### config.mk
export PLATFORM = sky130hd
export DESIGN_NAME = mem_arbiter
export DESIGN_NICKNAME = d
export VERILOG_FILES = /design/src/rtl/mem_arbiter_pkg.sv /design/src/rtl/mem_arbiter_fill_counter.sv /design/src/rtl/mem_arbiter.sv
export SDC_FILE = /design/constraint.sdc
export NUM_CORES = 1
export LEC_CHECK = 0
export CAP_MARGIN = 20
export CORE_MARGIN = 4
export CORE_UTILIZATION = 40
export CTS_CLUSTER_SIZE = 40
export DETAILED_ROUTE_END_ITERATION = 6
export PLACE_DENSITY = 0.76
export SLEW_MARGIN = 40
export SYNTH_ARGS = -nofsm -noshare
export SYNTH_HDL_FRONTEND = slang
export SYNTH_SLANG_ARGS = --single-unit
### constraint.sdc
create_clock -name clk -period 2.1 [get_ports clk]
set_input_delay 0.525 -clock clk [delete_from_list [all_inputs] [get_ports clk]]
set_output_delay 0.525 -clock clk [all_outputs]
set_load 0.05 [all_outputs]
### src/rtl/mem_arbiter_pkg.sv
// mem_arbiter_pkg: arbiter state encoding and block geometry shared with the cache interface.
package mem_arbiter_pkg;

    localparam int WORDS_PER_BLOCK = 8;
    localparam int BLOCK_OFF_BITS  = $clog2(2 * WORDS_PER_BLOCK);

    typedef enum logic [1:0] {
        IDLE   = 2'd0,
        FILL_I = 2'd1,
        FILL_D = 2'd2,
        WRITE  = 2'd3
    } arb_state_e;

endpackage

### src/rtl/mem_arbiter_fill_counter.sv
// mem_arbiter_fill_counter: issue and receive word counters for one block fill, with last-word detection.
module mem_arbiter_fill_counter #(
    parameter int WORDS_PER_BLOCK = 8,
    parameter int CNT_W           = 4
) (
    input  logic             clk,
    input  logic             rst,
    input  logic             start,
    input  logic             issue,
    input  logic             recv,
    output logic [CNT_W-1:0] issue_cnt,
    output logic [CNT_W-1:0] recv_cnt,
    output logic             issue_more,
    output logic             last_recv
);

    assign issue_more = issue_cnt < CNT_W'(WORDS_PER_BLOCK);
    assign last_recv  = recv & (recv_cnt == CNT_W'(WORDS_PER_BLOCK - 1));

    // word 0 is issued on the grant edge itself, so a fresh fill starts with one word already out
    always_ff @(posedge clk or negedge rst) begin
        if (!rst) begin
            issue_cnt <= '0;
            recv_cnt  <= '0;
        end else if (start) begin
            issue_cnt <= CNT_W'(1);
            recv_cnt  <= '0;
        end else begin
            if (issue) issue_cnt <= issue_cnt + CNT_W'(1);
            if (recv) recv_cnt <= recv_cnt + CNT_W'(1);
        end
    end

endmodule

### src/rtl/mem_arbiter.sv
// mem_arbiter: shares main memory between the I- and D-cache, issuing block fills and single-word stores.
// Define MEM_ARB_ROUND_ROBIN_EN to alternate contested fill grants instead of fixed D-over-I priority.
module mem_arbiter #(
    parameter int WORDS_PER_BLOCK = mem_arbiter_pkg::WORDS_PER_BLOCK,
    parameter int ADDR_W          = 16,
    parameter int DATA_W          = 16
) (
    input  logic              clk,
    input  logic              rst,
    input  logic              icache_req,
    input  logic [ADDR_W-1:0] icache_addr,
    input  logic              dcache_req,
    input  logic              dcache_wr,
    input  logic [ADDR_W-1:0] dcache_addr,
    input  logic [DATA_W-1:0] dcache_wdata,
    output logic              mem_enable,
    output logic              mem_wr,
    output logic [ADDR_W-1:0] mem_addr,
    output logic [DATA_W-1:0] mem_wdata,
    input  logic [DATA_W-1:0] mem_data_in,
    input  logic              mem_data_valid,
    output logic [DATA_W-1:0] fill_data,
    output logic [ADDR_W-1:0] fill_addr,
    output logic              icache_fill_we,
    output logic              dcache_fill_we,
    output logic              icache_stall,
    output logic              dcache_stall,
    output logic              icache_done,
    output logic              dcache_done
);

    import mem_arbiter_pkg::*;

    localparam int CNT_W    = $clog2(WORDS_PER_BLOCK) + 1;
    localparam int OFF_BITS = $clog2(2 * WORDS_PER_BLOCK);
    localparam logic [ADDR_W-1:0] BASE_MASK = ~ADDR_W'((1 << OFF_BITS) - 1);

    arb_state_e        state, state_nx;
    logic [ADDR_W-1:0] base, base_nx;
    logic [CNT_W-1:0]  issue_cnt, recv_cnt;
    logic              issue_more, last_recv;
    logic              filling, start, issue, recv, wr_go;
    logic              d_store, d_fill, i_fill, pick_d;

    // a requester whose done is pulsing still holds req this cycle and must not be granted again
    assign icache_stall = icache_req & ~icache_done;
    assign dcache_stall = dcache_req & ~dcache_done;
    assign d_store      = dcache_stall & dcache_wr;
    assign d_fill       = dcache_stall & ~dcache_wr;
    assign i_fill       = icache_stall;

`ifdef MEM_ARB_ROUND_ROBIN_EN
    logic last_d;
    assign pick_d = d_fill & (~i_fill | ~last_d);
    // only a contested fill grant moves the turn
    always_ff @(posedge clk or negedge rst) begin
        if (!rst) last_d <= 1'b0;
        else if (start & d_fill & i_fill) last_d <= pick_d;
    end
`else
    assign pick_d = d_fill;
`endif

    assign filling = (state == FILL_I) | (state == FILL_D);
    assign recv    = filling & mem_data_valid;
    assign issue   = filling & issue_more;
    assign start   = (state == IDLE) & ~d_store & (pick_d | i_fill);
    assign wr_go   = (state == IDLE) & d_store;
    assign base_nx = (pick_d ? dcache_addr : icache_addr) & BASE_MASK;

    mem_arbiter_fill_counter #(
        .WORDS_PER_BLOCK(WORDS_PER_BLOCK),
        .CNT_W          (CNT_W)
    ) u_fill_counter (
        .clk       (clk),
        .rst       (rst),
        .start     (start),
        .issue     (issue),
        .recv      (recv),
        .issue_cnt (issue_cnt),
        .recv_cnt  (recv_cnt),
        .issue_more(issue_more),
        .last_recv (last_recv)
    );

    always_comb begin
        state_nx       = state;
        fill_data      = recv ? mem_data_in : '0;
        fill_addr      = recv ? base + (ADDR_W'(recv_cnt) << 1) : '0;
        icache_fill_we = recv & (state == FILL_I);
        dcache_fill_we = recv & (state == FILL_D);
        case (state)
            IDLE:    state_nx = d_store ? WRITE : pick_d ? FILL_D : i_fill ? FILL_I : IDLE;
            WRITE:   state_nx = IDLE;
            default: state_nx = last_recv ? IDLE : state;
        endcase
    end

    always_ff @(posedge clk or negedge rst) begin
        if (!rst) begin
            state       <= IDLE;
            base        <= '0;
            mem_enable  <= 1'b0;
            mem_wr      <= 1'b0;
            mem_addr    <= '0;
            mem_wdata   <= '0;
            icache_done <= 1'b0;
            dcache_done <= 1'b0;
        end else begin
            state       <= state_nx;
            base        <= start ? base_nx : base;
            mem_enable  <= start | issue | wr_go;
            mem_wr      <= wr_go;
            mem_addr    <= start ? base_nx : wr_go ? dcache_addr :
                           issue ? base + (ADDR_W'(issue_cnt) << 1) : mem_addr;
            mem_wdata   <= wr_go ? dcache_wdata : mem_wdata;
            icache_done <= (state == FILL_I) & last_recv;
            dcache_done <= ((state == FILL_D) & last_recv) | wr_go;
        end
    end

endmodule

Word-level counts from Yosys, hierarchy flattened
Cells that the tools add are included.

Flip-flop bits (word level): 58. Input port bits: 70. Output and inout port bits: 72. Word-level logic and storage cells: 62.

Add/sub/neg operators: 4. Magnitude comparators: 1. Equality and inequality tests: 4. Multiplexer cells: 15. Bitwise operators: 23. Reductions and logical operators: 5.

Operators by type and width (number): two-way mux 16 bit (6); adder 16 x 5 -> 16 bit (2); two-way mux 4 bit (4); AND 1 bit (14); adder 4 x 1 -> 4 bit (second input constant) (2); two-way mux 2 bit (3); nonzero test 3 bit (2); bitwise OR 1 bit (5); == test 2 bit (second input constant) (2); == test 4 x 3 -> 1 bit (second input constant) (1); < comparator 4 bit (second input constant) (1); inverter 1 bit (4); case mux 2 bit (2 select lines) (1); nonzero test 2 bit (2); == test 2 x 1 -> 1 bit (second input constant) (1); zero test 2 bit (1); two-way mux 1 bit (1).

Depth between registers and ports, before layout
Depth after elaboration: 8. Mapped depth: 9. Gate-level depth less buffers: 7.

Cells and area by module
Synthesis repeated with hierarchy kept, for this count alone.

Cell total of the unflattened synthesis: 383. Area, all modules: 3331.9 sq um.

Modules (own cells, without submodules): mem_arbiter (instances 1, cells an instance 347, area each 2925.3 sq um, seq. area each 1251.2 sq um); mem_arbiter_fill_counter (instances 1, cells an instance 36, area each 406.6 sq um, seq. area each 200.2 sq um).

Least setup slack after synthesis
OpenSTA, ideal clock, no wires.

Path kind: register to output. From: register state[0]. To: output port fill_addr[9]. Arrival time: 1948 ps. Required time: 1575 ps. Path slack: -373 ps. Stages on the path, launching flop included: 7. Path buffers: 2. Cell sequence: dfrtp_1 > inv_1 > ha_1 > buf_2 > nand2_1 > clkbuf_1 > a21oi_1.

Cells in the longest elaborated chain, start to end: 4. Elaborated cells on any way between the ends: 5. Classes of those cells: eq/ne (2); mux (1); bitwise (2).

RTL lines: from (decl) (RTL line mem_arbiter.sv:38) `arb_state_e state, state_nx;`; from (signal assigned) (RTL line mem_arbiter.sv:110) `state <= state_nx;`; == test 2 x 1 -> 1 bit or == test 2 bit (tied branches) (RTL line mem_arbiter.sv:64) `assign filling = (state == FILL_I) | (state == FILL_D);`; bitwise OR 1 bit * (RTL line mem_arbiter.sv:64); AND 1 bit * (RTL line mem_arbiter.sv:65) `assign recv = filling & mem_data_valid;`; two-way mux 16 bit * (RTL line mem_arbiter.sv:89) `fill_addr = recv ? base + (ADDR_W'(recv_cnt) << 1) : '0;`; to (decl) (RTL line mem_arbiter.sv:23) `output logic [ADDR_W-1:0] fill_addr,`.

Every way passes the cells marked *; elsewhere a longest branch is shown, timed or not.

Worst setup path in the final report
From: register base[4]. To: output port fill_addr[12].

Cells in the longest elaborated chain, start to end: 2.

RTL lines: from (decl) (RTL line mem_arbiter.sv:39) `logic [ADDR_W-1:0] base, base_nx;`; from (signal assigned) (RTL line mem_arbiter.sv:111) `base <= start ? base_nx : base;`; adder 16 x 5 -> 16 bit (RTL line mem_arbiter.sv:89); two-way mux 16 bit (RTL line mem_arbiter.sv:89).

No other way between the ends.

==> run metrics <==
Synth area leaders dfrtp_1 43%, nand2_1 8.8%, and3_1 4.3%, xor2_1 3.9%, mux2i_1 3.8%; dpl cell area 0.00549 sq mm; die height between 90 and 100 um; design area 0.00620 sq mm; 1st-iter DRT viols about 270; Placed Cells 629; Clock Tree Root clkbuf_8; grt total ovfl 0; via count 3499; VDD IR-drop max 0.928 mV; TNS Setup -1.65 ns; average size of a mapped cell 9.22 sq um; Area Growth Syn to Fin 83.2%; die area 0.00999 sq mm; fmax 441 MHz; most frequent cells in the layout 93 x clkdlybuf4s50_1, 76 x nand2_1, 63 x buf_4, 50 x dfrtp_1, 38 x buf_12; gr usage total 0.242; final worst-path cycle share 1.08; DRT Wirelength 12.0 mm; RSZ-0062 raised after global routing true; Max Clock Skew 0.00834 ns; GPL Wtd Cong 0.869; CP Capture Type output port; I/O Buffers roughly 140; CTS sink cnt a little under 60; Syn Nets 447; Finished Layout Cells 664; vias in the first global route 3759; Starting Density 0.412; TritonCTS clock tree done; worst-path fanout max 5; initial antenna violation count 0; Post-DP HPWL about 8.5 mm; FF-to-FF setup slack 0.20 ns; commonest non-fill, non-tap cell in the layout clkdlybuf4s50_1; max_cap viols 0; Synth area leader dfrtp_1; Hold Path Class in2async; Final Slew Violations 0; nature of the critical path startpoint flip-flop; Final Hold Viols 0; I/O pins 142; global-route wire length before repair 19.1 mm; Worst path slowest cell dfrtp_1; cell repeated most along the worst path ha_4; maximum clock path buffer count 2; htree depth 3; WL/cell ~18 um; CP Cell Sequence ha_4 > ha_4 > nand4_1 > xor2_1 > nor2_4 > buf_12; power per cell area approximately 1600 mW/mm^2; Netlist cell types 50; final setup margin -0.167 ns; DRT antenna net count 0; async set-reset flop share out of synthesis 1.00; sequential element share of the synthesized area 0.429; share of layout cells above drive strength 1 0.360; Core Footprint 0.00822 sq mm; FF+latch count, synth 58; Pleak 2.72 nW; violated checks setup timing; Worst Max-Slew Pin Slew 0.578 ns; CP Class reg2out; Max-slew headroom 0.615; max incr delay on CP 0.39 ns; mean number of vias per cell 5.27; Antenna diodes 0; top cell type's share of synthesized area 0.429; Num CTS Buffers 9; Worst-path clk slew about 0.07 ns; DRT Pass-1 Iters 4; Final Setup Violations 32; die width 100 um; Rows 33; Yosys warning total 0; Tot Pwr 9.89 mW; Critical Path AT approximately 1.7 ns; Period minus WS final 2.27 ns; largest net degree at the start of global routing 25; status finished with violations; Clock Latency Late Sink 0.34 ns; Mapped Cells 367; Post-synth EDFFs 0; Syn Std Cell Area 0.00338 sq mm; Synth Flop Type dfrtp_1; CP required 1.57 ns; # nets final between 600 and 700; DRC violations left 0
==> Yosys cell counts (7+ instances only) <==
cell       n
xor2_1    15
nand3_1    9
and3_1    23
xnor2_1   10
dfrtp_1   58
nor2_1    26
ha_1      10
o22a_1     7
nand2_1   79
buf_6      7
mux2i_1   13
clkbuf_1   9
o21ai_0   23
==> through the flow <==
| step | setup WS [ns] | hold WS, ns | utilization |
|---|---|---|---|
| after global placement | -0.161 | 0.459 | 0.668 |
| final | -0.167 | 0.178 | 0.755 |
| after floorplan | 0.0327 | 0.229 | - |
| after global routing | -0.256 | 0.213 | 0.755 |
| after CTS | -0.136 | 0.183 | 0.743 |
| after detailed placement | -0.238 | 0.465 | 0.668 |
==> power breakdown <==
| part | total (mW) | leakage [nW] | internal (mW) | switching [mW] |
|---|---|---|---|---|
| clock network | 1.05 | 0.105 | 0.606 | 0.445 |
| registers | 2.12 | 0.714 | 1.65 | 0.472 |
| logic | 6.72 | 1.90 | 2.92 | 3.80 |
| total | 9.89 | 2.72 | 5.17 | 4.72 |
==> layer usage <==
metal / share of wire / global-route usage
met1: 0.38 / 0.280
met2: 0.53 / 0.436
met3: 0.057 / 0.0528
met4: 0.033 / 0.0903
met5: 0 / 0
==> timing repair <==
action | 4_1_cts | 5_1_grt
buffers inserted | 12 | 7
hold buffers | 0 | 0
cloned | 2 | 0
endpoints found under the setup margin | 33 | 35
pin swaps | 9 | 8
resized for setup | 64 | 12
==> critical path, delay by kind of cell, from the launching register on <==
kind          cells  cell delay, ns
flops             1            0.39
simple gates      2            0.20
fa+ha+maj         2            0.42
buf+inv           1            0.15
xor+xnor          1            0.25
==> cells by family (layout without fill, tap and decap cells) <==
logic type	Yosys count	after routing	share of synthesized area
and+or+nand+nor	160	160	0.226
AOI/OAI and AO/OA	65	65	0.135
DFF	58	58	0.429
buffers and inverters	35	227	0.0688
xor gates and xnor gates	25	25	0.0647
muxes	13	13	0.0385
adders and majority gates	10	10	0.0370
other	1	1	0.00111
==> state kept, by name, indices dropped and copies added, names as in the netlist <==
name	cells
mem_addr	16
mem_wdata	16
u_fill_counter.recv_cnt	4
u_fill_counter.issue_cnt	4
mem_wr	1
dcache_done	1
base	12
icache_done	1
state	2
mem_enable	1
==> path summary, 6_finish.rpt <==
check                               from             to  cells after the start
max                              base[4]  fill_addr[12]                      6
min                                  rst   mem_addr[11]                      1
max reg2reg                     state[0]   mem_addr[13]                      9
min reg2reg                mem_wdata[15]  mem_wdata[15]                      2
max in group asynchronous            rst       base[10]                      2
min in group clk           mem_wdata[15]  mem_wdata[15]                      2
==> cell type report <==
cell class	count	area (sq um)
repair buffers	203	2270
multi-input cells	274	2090
fillers	521	2020
flip-flops and latches	58	1460
clock buffers	11	151
well taps	105	131
clock inverters	5	52.6
inverters	8	35.0
Note: power is estimated with default switching activity, not from simulation.
